**config.mk**
```make
export PLATFORM = sky130hd
export DESIGN_NAME = clk_period_meter
export DESIGN_NICKNAME = d
export VERILOG_FILES = /design/src/rtl/clk_period_meter.sv
export SDC_FILE = /design/constraint.sdc
export NUM_CORES = 1
export LEC_CHECK = 0
export CORE_UTILIZATION = 45
export CTS_CLUSTER_SIZE = 28
export DETAILED_ROUTE_END_ITERATION = 16
export GPL_ROUTABILITY_DRIVEN = 0
export GPL_TIMING_DRIVEN = 0
export PLACE_DENSITY = 0.65
export SLEW_MARGIN = 20
export SYNTH_ARGS = -nofsm -noshare
export SYNTH_HDL_FRONTEND = slang
export SYNTH_SLANG_ARGS = --single-unit
```
**constraint.sdc**
```tcl
create_clock -name clk_in -period 2.9 [get_ports clk_in]
set_input_delay 0.29 -clock clk_in [delete_from_list [all_inputs] [get_ports clk_in]]
set_output_delay 0.29 -clock clk_in [all_outputs]
set_load 0.005 [all_outputs]
```
**src/rtl/clk_period_meter.sv**
```systemverilog
// Measures rise-to-rise period and rise-to-fall high time of sig_in in clk_in cycles, with lock/timeout flags.
// Build option GLITCH_FILTER_EN inserts a FILTER_LEN-sample stability filter after the synchroniser.
module clk_period_meter #(
  parameter int EXPECTED_PERIOD = 250,
  parameter int TOLERANCE       = 2,
  parameter int LOCK_COUNT      = 4,
  parameter int MAX_PERIOD      = 1023,
`ifdef GLITCH_FILTER_EN
  parameter int FILTER_LEN      = 3,
`endif
  localparam int CW = $clog2(MAX_PERIOD + 1)
) (
  input  logic          clk_in,
  input  logic          rst_n,
  input  logic          sig_in,
  output logic [CW-1:0] period,
  output logic [CW-1:0] high_time,
  output logic          period_valid,
  output logic          locked,
  output logic          timeout
);

  localparam int MW = $clog2(LOCK_COUNT + 1);
  localparam logic [0:0]    IDLE   = 1'b0;
  localparam logic [0:0]    MEAS   = 1'b1;
  localparam logic [CW-1:0] MAX_C  = CW'(MAX_PERIOD);
  localparam logic [CW-1:0] EXP_C  = CW'(EXPECTED_PERIOD);
  localparam logic [CW-1:0] TOL_C  = CW'(TOLERANCE);
  localparam logic [CW-1:0] ONE_C  = CW'(1);
  localparam logic [MW-1:0] LOCK_C = MW'(LOCK_COUNT);

  logic          sync1_q, sync2_q, prev_q, level_s, rise_s, fall_s;
  logic [0:0]    state_q, state_d;
  logic [CW-1:0] cnt_q, cnt_d, hi_q, hi_d, period_q, period_d, high_q, high_d;
  logic [CW-1:0] diff_s;
  logic          fall_seen_q, fall_seen_d, in_tol_s;
  logic [MW-1:0] match_q, match_d, match_inc_s;
  logic          valid_q, valid_d, locked_q, locked_d, timeout_q, timeout_d;

  // Two-flop synchroniser for the asynchronous input
  always_ff @(posedge clk_in or negedge rst_n) begin
    if (!rst_n) begin
      sync1_q <= 1'b0;
      sync2_q <= 1'b0;
    end else begin
      sync1_q <= sig_in;
      sync2_q <= sync1_q;
    end
  end

`ifdef GLITCH_FILTER_EN
  localparam int FW = $clog2(FILTER_LEN + 1);
  logic          filt_q;
  logic [FW-1:0] fcnt_q;

  // Level follows the synchronised input only after FILTER_LEN consecutive differing samples
  always_ff @(posedge clk_in or negedge rst_n) begin
    if (!rst_n) begin
      filt_q <= 1'b0;
      fcnt_q <= '0;
    end else if (sync2_q == filt_q) begin
      fcnt_q <= '0;
    end else if (fcnt_q == FW'(FILTER_LEN - 1)) begin
      filt_q <= sync2_q;
      fcnt_q <= '0;
    end else begin
      fcnt_q <= fcnt_q + FW'(1);
    end
  end
  assign level_s = filt_q;
`else
  assign level_s = sync2_q;
`endif

  // Edge-detect flop on the (optionally filtered) level
  always_ff @(posedge clk_in or negedge rst_n) begin
    if (!rst_n) prev_q <= 1'b0;
    else        prev_q <= level_s;
  end

  assign rise_s      = level_s & ~prev_q;
  assign fall_s      = ~level_s & prev_q;
  assign diff_s      = (cnt_q >= EXP_C) ? (cnt_q - EXP_C) : (EXP_C - cnt_q);
  assign in_tol_s    = (diff_s <= TOL_C);
  assign match_inc_s = (match_q == LOCK_C) ? match_q : (match_q + MW'(1));

  // Measurement state machine, lock tracking and timeout detection
  always_comb begin
    state_d     = state_q;
    cnt_d       = cnt_q;
    hi_d        = hi_q;
    fall_seen_d = fall_seen_q;
    match_d     = match_q;
    period_d    = period_q;
    high_d      = high_q;
    locked_d    = locked_q;
    valid_d     = 1'b0;
    timeout_d   = 1'b0;
    case (state_q)
      IDLE: begin
        if (rise_s) begin
          cnt_d       = ONE_C;
          fall_seen_d = 1'b0;
          state_d     = MEAS;
        end else begin
          cnt_d = '0;
        end
      end
      MEAS: begin
        if (rise_s) begin
          period_d    = cnt_q;
          high_d      = fall_seen_q ? hi_q : cnt_q;
          valid_d     = 1'b1;
          cnt_d       = ONE_C;
          fall_seen_d = 1'b0;
          if (in_tol_s) begin
            match_d  = match_inc_s;
            locked_d = (match_inc_s == LOCK_C);
          end else begin
            match_d  = '0;
            locked_d = 1'b0;
          end
        end else if (cnt_q == MAX_C) begin
          timeout_d = 1'b1;
          state_d   = IDLE;
          cnt_d     = '0;
          match_d   = '0;
          locked_d  = 1'b0;
        end else begin
          cnt_d = cnt_q + ONE_C;
          if (fall_s) begin
            hi_d        = cnt_q;
            fall_seen_d = 1'b1;
          end else begin
            hi_d = hi_q;
          end
        end
      end
      default: begin
        state_d = IDLE;
        cnt_d   = '0;
      end
    endcase
  end

  // State and output registers
  always_ff @(posedge clk_in or negedge rst_n) begin
    if (!rst_n) begin
      state_q     <= IDLE;
      cnt_q       <= '0;
      hi_q        <= '0;
      fall_seen_q <= 1'b0;
      match_q     <= '0;
      period_q    <= '0;
      high_q      <= '0;
      valid_q     <= 1'b0;
      locked_q    <= 1'b0;
      timeout_q   <= 1'b0;
    end else begin
      state_q     <= state_d;
      cnt_q       <= cnt_d;
      hi_q        <= hi_d;
      fall_seen_q <= fall_seen_d;
      match_q     <= match_d;
      period_q    <= period_d;
      high_q      <= high_d;
      valid_q     <= valid_d;
      locked_q    <= locked_d;
      timeout_q   <= timeout_d;
    end
  end

  assign period       = period_q;
  assign high_time    = high_q;
  assign period_valid = valid_q;
  assign locked       = locked_q;
  assign timeout      = timeout_q;

endmodule

```
== After elaboration in Yosys (flattened, before gate mapping) ==
Index checks and enable logic that the tools add are counted.

* Flip-flop bits (word level): 51
* Logic and storage cells: 63
* Input port bits: 3
* Output and inout bits: 23

* Reduce and logical (&&, ||, !) cells: 5
* Mux-type cells: 26
* Add/subtract/negate cells: 4
* $lt $le $gt $ge: 2
* Bitwise logic cells: 7
* Eq/ne operators: 6

{| class="wikitable"
|+ Operators by type and width
! cell !! number
|-
| two-way mux 10 bit || 4
|-
| one-hot mux 10 bit (2 select lines) || 1
|-
| two-way mux 1 bit || 15
|-
| two-way mux 3 bit || 4
|-
| adder 10 x 1 -> 10 bit, second input constant || 1
|-
| equality test 10 bit, second input constant || 1
|-
| >= comparator 10 x 8 -> 1 bit, second input constant || 1
|-
| <= comparator 10 x 2 -> 1 bit, second input constant || 1
|-
| subtractor 10 x 8 -> 10 bit, second input constant || 1
|-
| subtractor 8 x 10 -> 10 bit, first input constant || 1
|-
| equality test 3 bit, second input constant || 2
|-
| != test 3 bit, second input constant || 2
|-
| inverter 1 bit || 5
|-
| one-hot mux 1 bit (2 select lines) || 2
|-
| AND reduction 2 bit || 2
|-
| AND reduction 4 bit || 1
|-
| adder 3 x 1 -> 3 bit, second input constant || 1
|-
| AND reduction 3 bit || 1
|-
| bitwise AND 1 bit || 2
|-
| != test 2 bit, second input constant || 1
|-
| nonzero test 2 bit || 1
|}

== Logic depth before layout (Yosys ltp) ==
Gate-level depths: netlist of run 1.

* Word-level depth: 6
* Mapped depth: 9

== Least setup slack after synthesis of run 1 ==
No wires, ideal clock.

* Kind: register -> register
* Start point: register cnt_q[0]
* End point: register locked_q, in the netlist locked
* Cell stages (with the launch flop): 9
* Path slack: 0.657 ns
* Path buffers: 0
* Data arrival time: 2.161 ns
* Path through: dfrtp_1 inv_1 ha_1 o31a_1 a311oi_4 mux2_2 nor4_1 nand2_1 o21ai_0

* Longest elaborated chain between the ends: 5
* Elaborated cells between the ends (all ways): 10
* Those cells by class: 2 x add/sub; 2 x order compare; 1 x eq/ne; 3 x mux; 2 x reduce/logical

{| class="wikitable"
|+ Ends and longest elaborated chain
! element !! RTL line !! text
|-
| start, declared || 34 || <nowiki>logic [CW-1:0] cnt_q, cnt_d, hi_q, hi_d, period_q, period_d, high_q, high_d;</nowiki>
|-
| start signal, assigned || 161 || <nowiki>cnt_q <= cnt_d;</nowiki>
|-
| subtractor 8 x 10 -> 10 bit, or another cell as far along || 83 || <nowiki>assign diff_s = (cnt_q >= EXP_C) ? (cnt_q - EXP_C) : (EXP_C - cnt_q);</nowiki>
|-
| two-way mux 10 bit || 83 ||
|-
| <= comparator 10 x 2 -> 1 bit || 84 || <nowiki>assign in_tol_s = (diff_s <= TOL_C);</nowiki>
|-
| two-way mux 1 bit || 116 || <nowiki>if (in_tol_s) begin</nowiki>
|-
| two-way mux 1 bit || 110 || <nowiki>if (rise_s) begin</nowiki>
|-
| end signal, assigned || 168 || <nowiki>locked_q <= locked_d;</nowiki>
|-
| end, declared || 38 || <nowiki>logic valid_q, valid_d, locked_q, locked_d, timeout_q, timeout_d;</nowiki>
|}

Parallel ways exist; a longest one is shown, timed or not.
A chain may end at the register's enable or synchronous reset.

== Final worst setup path of run 1 ==
Same ends and word-level chain as after synthesis.

==> results by group, run 1 <==
Synth
  – Sequential-to-total area share from yosys stat: 0.486
  – Distinct cell type count after synthesis: 47
  – Top_reg_cell synth: dfrtp_1
  – Seq cells post-synth: between 50 and 60
  – Gate count of the mapped netlist: around 260
  – Netlist Area Pre-Place: roughly 2600 um^2
  – Post-synth EDFFs: 0
  – Mapped Avg Cell Area: approximately 10 um^2
  – Synth Net Count: ~270
  – Async SR Flop Fraction: 1.00
  – Syn. warnings: 0

Timing
  – Final-report hold violation count: 8
  – Worst-Margin Slew: around 700 ps
  – Worst hold-check slack: -4.54 ps
  – Clock Skew: a little over 9 ps
  – Final-report setup violation count: 0
  – Highest Clock Rate: between 0.3 and 0.4 GHz
  – Final Cycle Share: 0.928
  – Minimum clock period after layout: approximately 2700 ps
  – RSZ-0062 raised after global routing: false
  – Relative slew slack: 0.534
  – Fin. max-slew vios: 0
  – TNS Setup: 0 ps

Die
  – Initial Utilization: 0.471
  – IO Pins: 26
  – Core area: ~5600 um^2
  – Die width: ~80 um
  – Row count: 27
  – Die Area: roughly 6000 um^2
  – Height of the chip: between 70 and 80 um

Hold path
  – Worst hold path class: in2async

Critical path
  – Startpoint Class: flop
  – CP Cell Sequence: inv_1, ha_1, o31a_1, a311oi_4, mux2_2, nor4_1, nand2_1, o21ai_0
  – Crit-path slowest cell: dfrtp_1
  – Worst path max stage delay: roughly 500 ps
  – Crit path kind: reg2reg
  – Crit path DAT: approximately 2900 ps
  – Setup crit end kind: flop
  – Critical-path maximum fanout: 6
  – Req. time, crit path: 3130 ps

GRT
  – GR Overflow Total: 0
  – Initial antenna violation count: 0
  – Largest net degree at the start of global routing: 52
  – First-pass GRT wire length: roughly 9200 um
  – GRT Overall Usage: 0.192
  – Number of global-route vias before repair: roughly 1900

Clocking
  – Setup Fix Bufs, Post-CTS: 0
  – Clock net sink count: around 50
  – Clock Pin Slew Worst Setup and Hold Paths: approximately 100 ps
  – Num CTS Buffers: 5
  – Worst-Skew Late Latency: 310 ps
  – Root Driver: clkbuf_8
  – Post_cts resized: 0
  – Post-CTS Hold Buffers: 0
  – H-tree Lvls: 2
  – CTS tree: built
  – Max Root-Sink Buffers: 2

Layout
  – Ratio of cells with drive above 1 in the final layout: 0.118
  – Area of the multi-input gates: around 1200 um^2
  – Area growth syn-to-layout: 17.3%
  – FF+latch area: approximately 1300 um^2
  – Fillcell total: between 500 and 600
  – Most frequent cells in the layout: dfrtp_1 (51), nand2_1 (28), clkdlybuf4s50_1 (24), nor2_1 (22), o21ai_0 (22)
  – # diodes: 0
  – Most common cell after layout, fill and taps aside: dfrtp_1
  – Final nets: around 300
  – Non-Filler Instances: 360

Routing
  – Drt via density: ~5.4
  – Initial DRC Count: around 110
  – DR WL/cell: ~15 um
  – Routed WL: 5290 um
  – Antenna-violating nets left: 0
  – Via count: between 1500 and 2000
  – TritonRoute pass-1 iters: 4
  – # DRC: 0

Place
  – Placed cell count: around 350
  – Hpwl dp: about 3700 um
  – Port buffer count: 25

Run status
  – Outcome: finished, violations left
  – Violated checks: hold timing

Power
  – Leakage power: roughly 0.0014 uW
  – P per Cell Area: 628 nW/um^2
  – Sw power: approximately 600 uW
  – Worst VDD drop: roughly 0.34 mV
  – Clock group share of total power: 0.265
  – Logic pwr share: 0.286
  – Switching share of power: 0.318
  – Flop pwr share: 0.449
  – Internal Pwr Total: between 1000 and 1500 uW

Flow run
  – Max-cap check violation count: 0
-- critical path, delay by kind of cell, from the launching register on --
kind	cells	cell delay, ps
adder cells (fa/ha/maj)	1	270
AO/OA/AOI/OAI	3	920
flip-flops	1	490
multiplexers	1	430
AND/OR/NAND/NOR	2	350
buffers and inverters	1	130
-- Yosys cell counts (all sizes together) (5+ instances only) --
library cell  number  area [um^2]
buf                8         46.3
dfrtp             51         1280
nor2              22         82.6
o21ai             22          110
nand2b             5         31.3
nand3              8         40.0
inv               13         48.8
clkbuf             8         30.0
ha                11          138
xnor2              5         43.8
mux2              15          169
nand2             28          105
xor2               5         43.8
mux2i             11          110
-- path summary, 6_finish.rpt --
| path | from | end | slack [ps] | cells past startpoint |
|---|---|---|---|---|
| setup / recovery | cnt_q[0] | locked | 210 | 8 |
| hold / removal | rst_n | high_time[7] | -5 | 1 |
| setup reg to reg | cnt_q[0] | locked | 210 | 8 |
| hold reg to reg | sync1_q | level_s | 360 | 0 |
| max in group asynchronous | rst_n | period[4] | 2470 | 1 |
| min in group clk_in | sync1_q | level_s | 360 | 0 |
-- kinds of logic (layout without fill, tap and decap cells) --
| logic type | count (synthesis) | after routing | share of synthesized area |
|---|---|---|---|
| AOI/OAI and AO/OA | 44 | 44 | 0.118 |
| xor gates and xnor gates | 10 | 10 | 0.0334 |
| adders and majority gates | 11 | 11 | 0.0525 |
| buffers and inverters | 29 | 62 | 0.0477 |
| DFF | 51 | 51 | 0.486 |
| muxes | 26 | 26 | 0.106 |
| and+or+nand+nor | 84 | 84 | 0.156 |
-- state kept, by name, indices dropped and copies added, names as in the netlist --
| signal | count |
|---|---|
| cnt_q | 10 |
| hi_q | 10 |
| high_time | 10 |
| period | 10 |
| match_q | 3 |
| fall_seen_q | 1 |
| level_s | 1 |
| locked | 1 |
| period_valid | 1 |
| prev_q | 1 |
| state_q | 1 |
| sync1_q | 1 |
| timeout | 1 |
-- metrics by stage --
step | setup slack [ps] | total power, uW | utilization | hold slack (ps) | instance area (um^2)
2_1_floorplan | 657 | 1230 | - | -5.59 | 2620
3_5_place_dp | 247 | 1440 | 0.531 | 341 | 2960
4_1_cts | 209 | 1950 | 0.552 | 20.6 | 3080
3_3_place_gp | 22.4 | 1430 | 0.532 | 331 | 2960
5_1_grt | 42.9 | 2070 | 0.552 | 38.0 | 3080
6_report | 209 | 1930 | 0.552 | -4.54 | 3080
-- power groups by stage --
| stage | sequential, uW | clock, uW | combinational [uW] |
|---|---|---|---|
| after floorplan | 876 | 0 | 352 |
| after global placement | 881 | 0 | 547 |
| after detailed placement | 883 | 0 | 553 |
| after CTS | 869 | 524 | 556 |
| after global routing | 881 | 557 | 628 |
| final | 868 | 512 | 554 |
-- final cells by class --
cell class | instances | share of cell area
buffer | 16 | 0.0248
clock buffer | 5 | 0.0224
clock inverter | 3 | 0.0154
inverter | 13 | 0.0159
multi-input combinational | 175 | 0.397
sequential | 51 | 0.415
tap | 72 | 0.0293
timing repair buffer | 25 | 0.0805
-- per-layer routing --
layer	share of wire	routed length (um)	GRT usage	vias to the layer above
met3	0.043	225	0.0465	4
met2	0.47	2460	0.310	45
met1	0.48	2560	0.264	940
met4	0.0074	39	0.0352	0
met5	0	0	0	-
li1	-	-	-	941
Note: power is estimated with default switching activity, not from simulation.
==> run 2: changes to the inputs <==
--- a/config.mk
+++ b/config.mk
@@ -10,6 +10,7 @@
 export DETAILED_ROUTE_END_ITERATION = 16
 export GPL_ROUTABILITY_DRIVEN = 0
 export GPL_TIMING_DRIVEN = 0
+export MAX_ROUTING_LAYER = met4
 export PLACE_DENSITY = 0.65
 export SLEW_MARGIN = 20
 export SYNTH_ARGS = -nofsm -noshare
==> run 2 against run 1 <==
  * The run still ends with hold timing left
  * Register-to-register slack is essentially flat
  * Die area is the same
  * Worst setup slack gained 6.4 ps
  * Wire length shrank 0.28%
  * Non-clock buffer count is the same
  * Clock power is essentially flat
  * First-iteration DRC count grew 17%
  * Clock-buffer cell count is the same
  * Critical path type unchanged
  * Critical path depth is the same
==> results by group, run 2 (same netlist as run 1, synthesis figures left out) <==
Critical path
  – Reg2Reg Launch Point: cnt_q[0]
  – WP buf/inv: 1
  – R2r setup slk: roughly 220 ps
  – CP Cell Sequence: inv_1, ha_1, o31a_1, a311oi_4, mux2_2, nor4_1, nand2_1, o21ai_0
  – Critical-path maximum fanout: 6
  – Setup crit end kind: flop
  – Req. time, crit path: around 3100 ps
  – Startpoint Class: flop
  – Crit path DAT: approximately 2900 ps
  – Critical path's top delay family: compound AO/OA/AOI/OAI gates
  – Crit path kind: reg2reg
  – Crit-path slowest cell: dfrtp_1
  – R2R cell count: 8
  – Worst path max stage delay: between 400 and 500 ps
  – Worst reg2reg endpoint: locked

GRT
  – GR Overflow Total: 0
  – Initial antenna violation count: 0
  – First-pass GRT wire length: 9210 um
  – Largest net degree at the start of global routing: 52
  – GRT Overall Usage: 0.197
  – Number of global-route vias before repair: roughly 1900

Timing
  – Minimum clock period after layout: 2680 ps
  – Final-report setup violation count: 0
  – Relative slew slack: 0.537
  – Clock Skew: 10.2 ps
  – Final WS setup: around 220 ps
  – Fin. max-slew vios: 0
  – Worst-Margin Slew: slightly below 700 ps
  – Final Cycle Share: 0.926
  – TNS Setup: 0 ps
  – RSZ-0062 raised after global routing: false
  – Highest Clock Rate: ~0.37 GHz
  – Final-report hold violation count: 6
  – Worst hold-check slack: -3.23 ps

Layout
  – # diodes: 0
  – Most common cell after layout, fill and taps aside: dfrtp_1
  – Ratio of cells with drive above 1 in the final layout: 0.118
  – Final nets: 301
  – Most frequent cells in the layout: dfrtp_1 (51), nand2_1 (28), clkdlybuf4s50_1 (24), nor2_1 (22), o21ai_0 (22)
  – Fillcell total: slightly above 500
  – Area of the multi-input gates: between 1000 and 1500 um^2
  – Area growth syn-to-layout: 17.3%
  – FF+latch area: ~1300 um^2
  – Non-Filler Instances: 360

Routing
  – Routed WL: around 5300 um
  – # DRC: 0
  – Antenna-violating nets left: 0
  – DR WL/cell: around 15 um
  – Drt via density: between 5 and 6
  – Via count: approximately 1900
  – Initial DRC Count: approximately 120
  – TritonRoute pass-1 iters: 4

Die
  – IO Pins: 26
  – Row count: 27
  – Initial Utilization: 0.471
  – Core area: 5570 um^2
  – Height of the chip: 78.4 um
  – Die Area: slightly above 6000 um^2
  – Die width: 78.4 um

Flow run
  – Max-cap check violation count: 0

Power
  – Sw power: 614 uW
  – Leakage power: between 0.001 and 0.0015 uW
  – Clock group share of total power: 0.264
  – Switching share of power: 0.318
  – Logic pwr share: 0.287
  – Worst VDD drop: 0.339 mV
  – P per Cell Area: around 630 nW/um^2
  – Flop pwr share: 0.449
  – Internal Pwr Total: around 1300 uW

Place
  – Dpl ws: between 200 and 250 ps
  – Placed cell count: between 300 and 400
  – Port buffer count: 25
  – Hpwl dp: approximately 3700 um

Clocking
  – Setup Fix Bufs, Post-CTS: 0
  – CTS tree: built
  – Post-CTS Hold Buffers: 0
  – Worst-Skew Late Latency: between 300 and 400 ps
  – Post_cts resized: 0
  – Clock Pin Slew Worst Setup and Hold Paths: ~100 ps
  – Clock net sink count: ~50
  – Root Driver: clkbuf_8
  – Num CTS Buffers: 5
  – Max Root-Sink Buffers: 2
  – H-tree Lvls: 2

Hold path
  – Worst hold path class: in2async

Run status
  – Violated checks: hold timing
  – Outcome: finished, violations left
[run 2: cell counts in the layout (fill, tap and decap cells not counted)]
No cell type changed its count.
[run 2: power by group through the flow]
stage / sequential [uW] / clock, uW / combinational (uW)
after CTS: 869 / 524 / 556
after global placement: 881 / 0 / 547
after floorplan: 876 / 0 / 352
after global routing: 881 / 557 / 628
final: 868 / 511 / 554
after detailed placement: 883 / 0 / 553
[run 2: how the worst max path moves through the flow]
| stage | from | to | slack, ps | depth (start not counted) |
|---|---|---|---|---|
| floorplan | cnt_q[0] | locked | 660 | 8 |
| global placement | rst_n | match_q[1] | 20 | 1 |
| detailed placement | cnt_q[0] | locked | 250 | 8 |
| CTS | cnt_q[0] | locked | 210 | 8 |
| global route | cnt_q[2] | match_q[0] | 40 | 9 |
| finish | cnt_q[0] | locked | 220 | 8 |
[run 2: through the flow]
step                 util  power (uW)  area, um^2
finish              0.552        1930        3080
global route        0.552        2070        3080
CTS                 0.552        1950        3080
detailed placement  0.531        1440        2960
global placement    0.532        1430        2960
floorplan               -        1230        2620
[run 2: layout make-up]
cell class,instances,area share
Multi-Input combinational cell,175,0.397
Timing Repair Buffer,25,0.0805
Clock inverter,3,0.0154
Sequential cell,51,0.415
Tap cell,72,0.0293
Clock buffer,5,0.0224
Inverter,13,0.0159
Buffer,16,0.0248
[run 2: routing by layer]
| metal | part of all wire | global-route usage | vias to the layer above |
|---|---|---|---|
| met5 | 0 | - | - |
| li1 | - | - | 942 |
| met1 | 0.49 | 0.264 | 933 |
| met2 | 0.47 | 0.310 | 38 |
| met3 | 0.039 | 0.0465 | 4 |
| met4 | 0.0074 | 0.0352 | 0 |
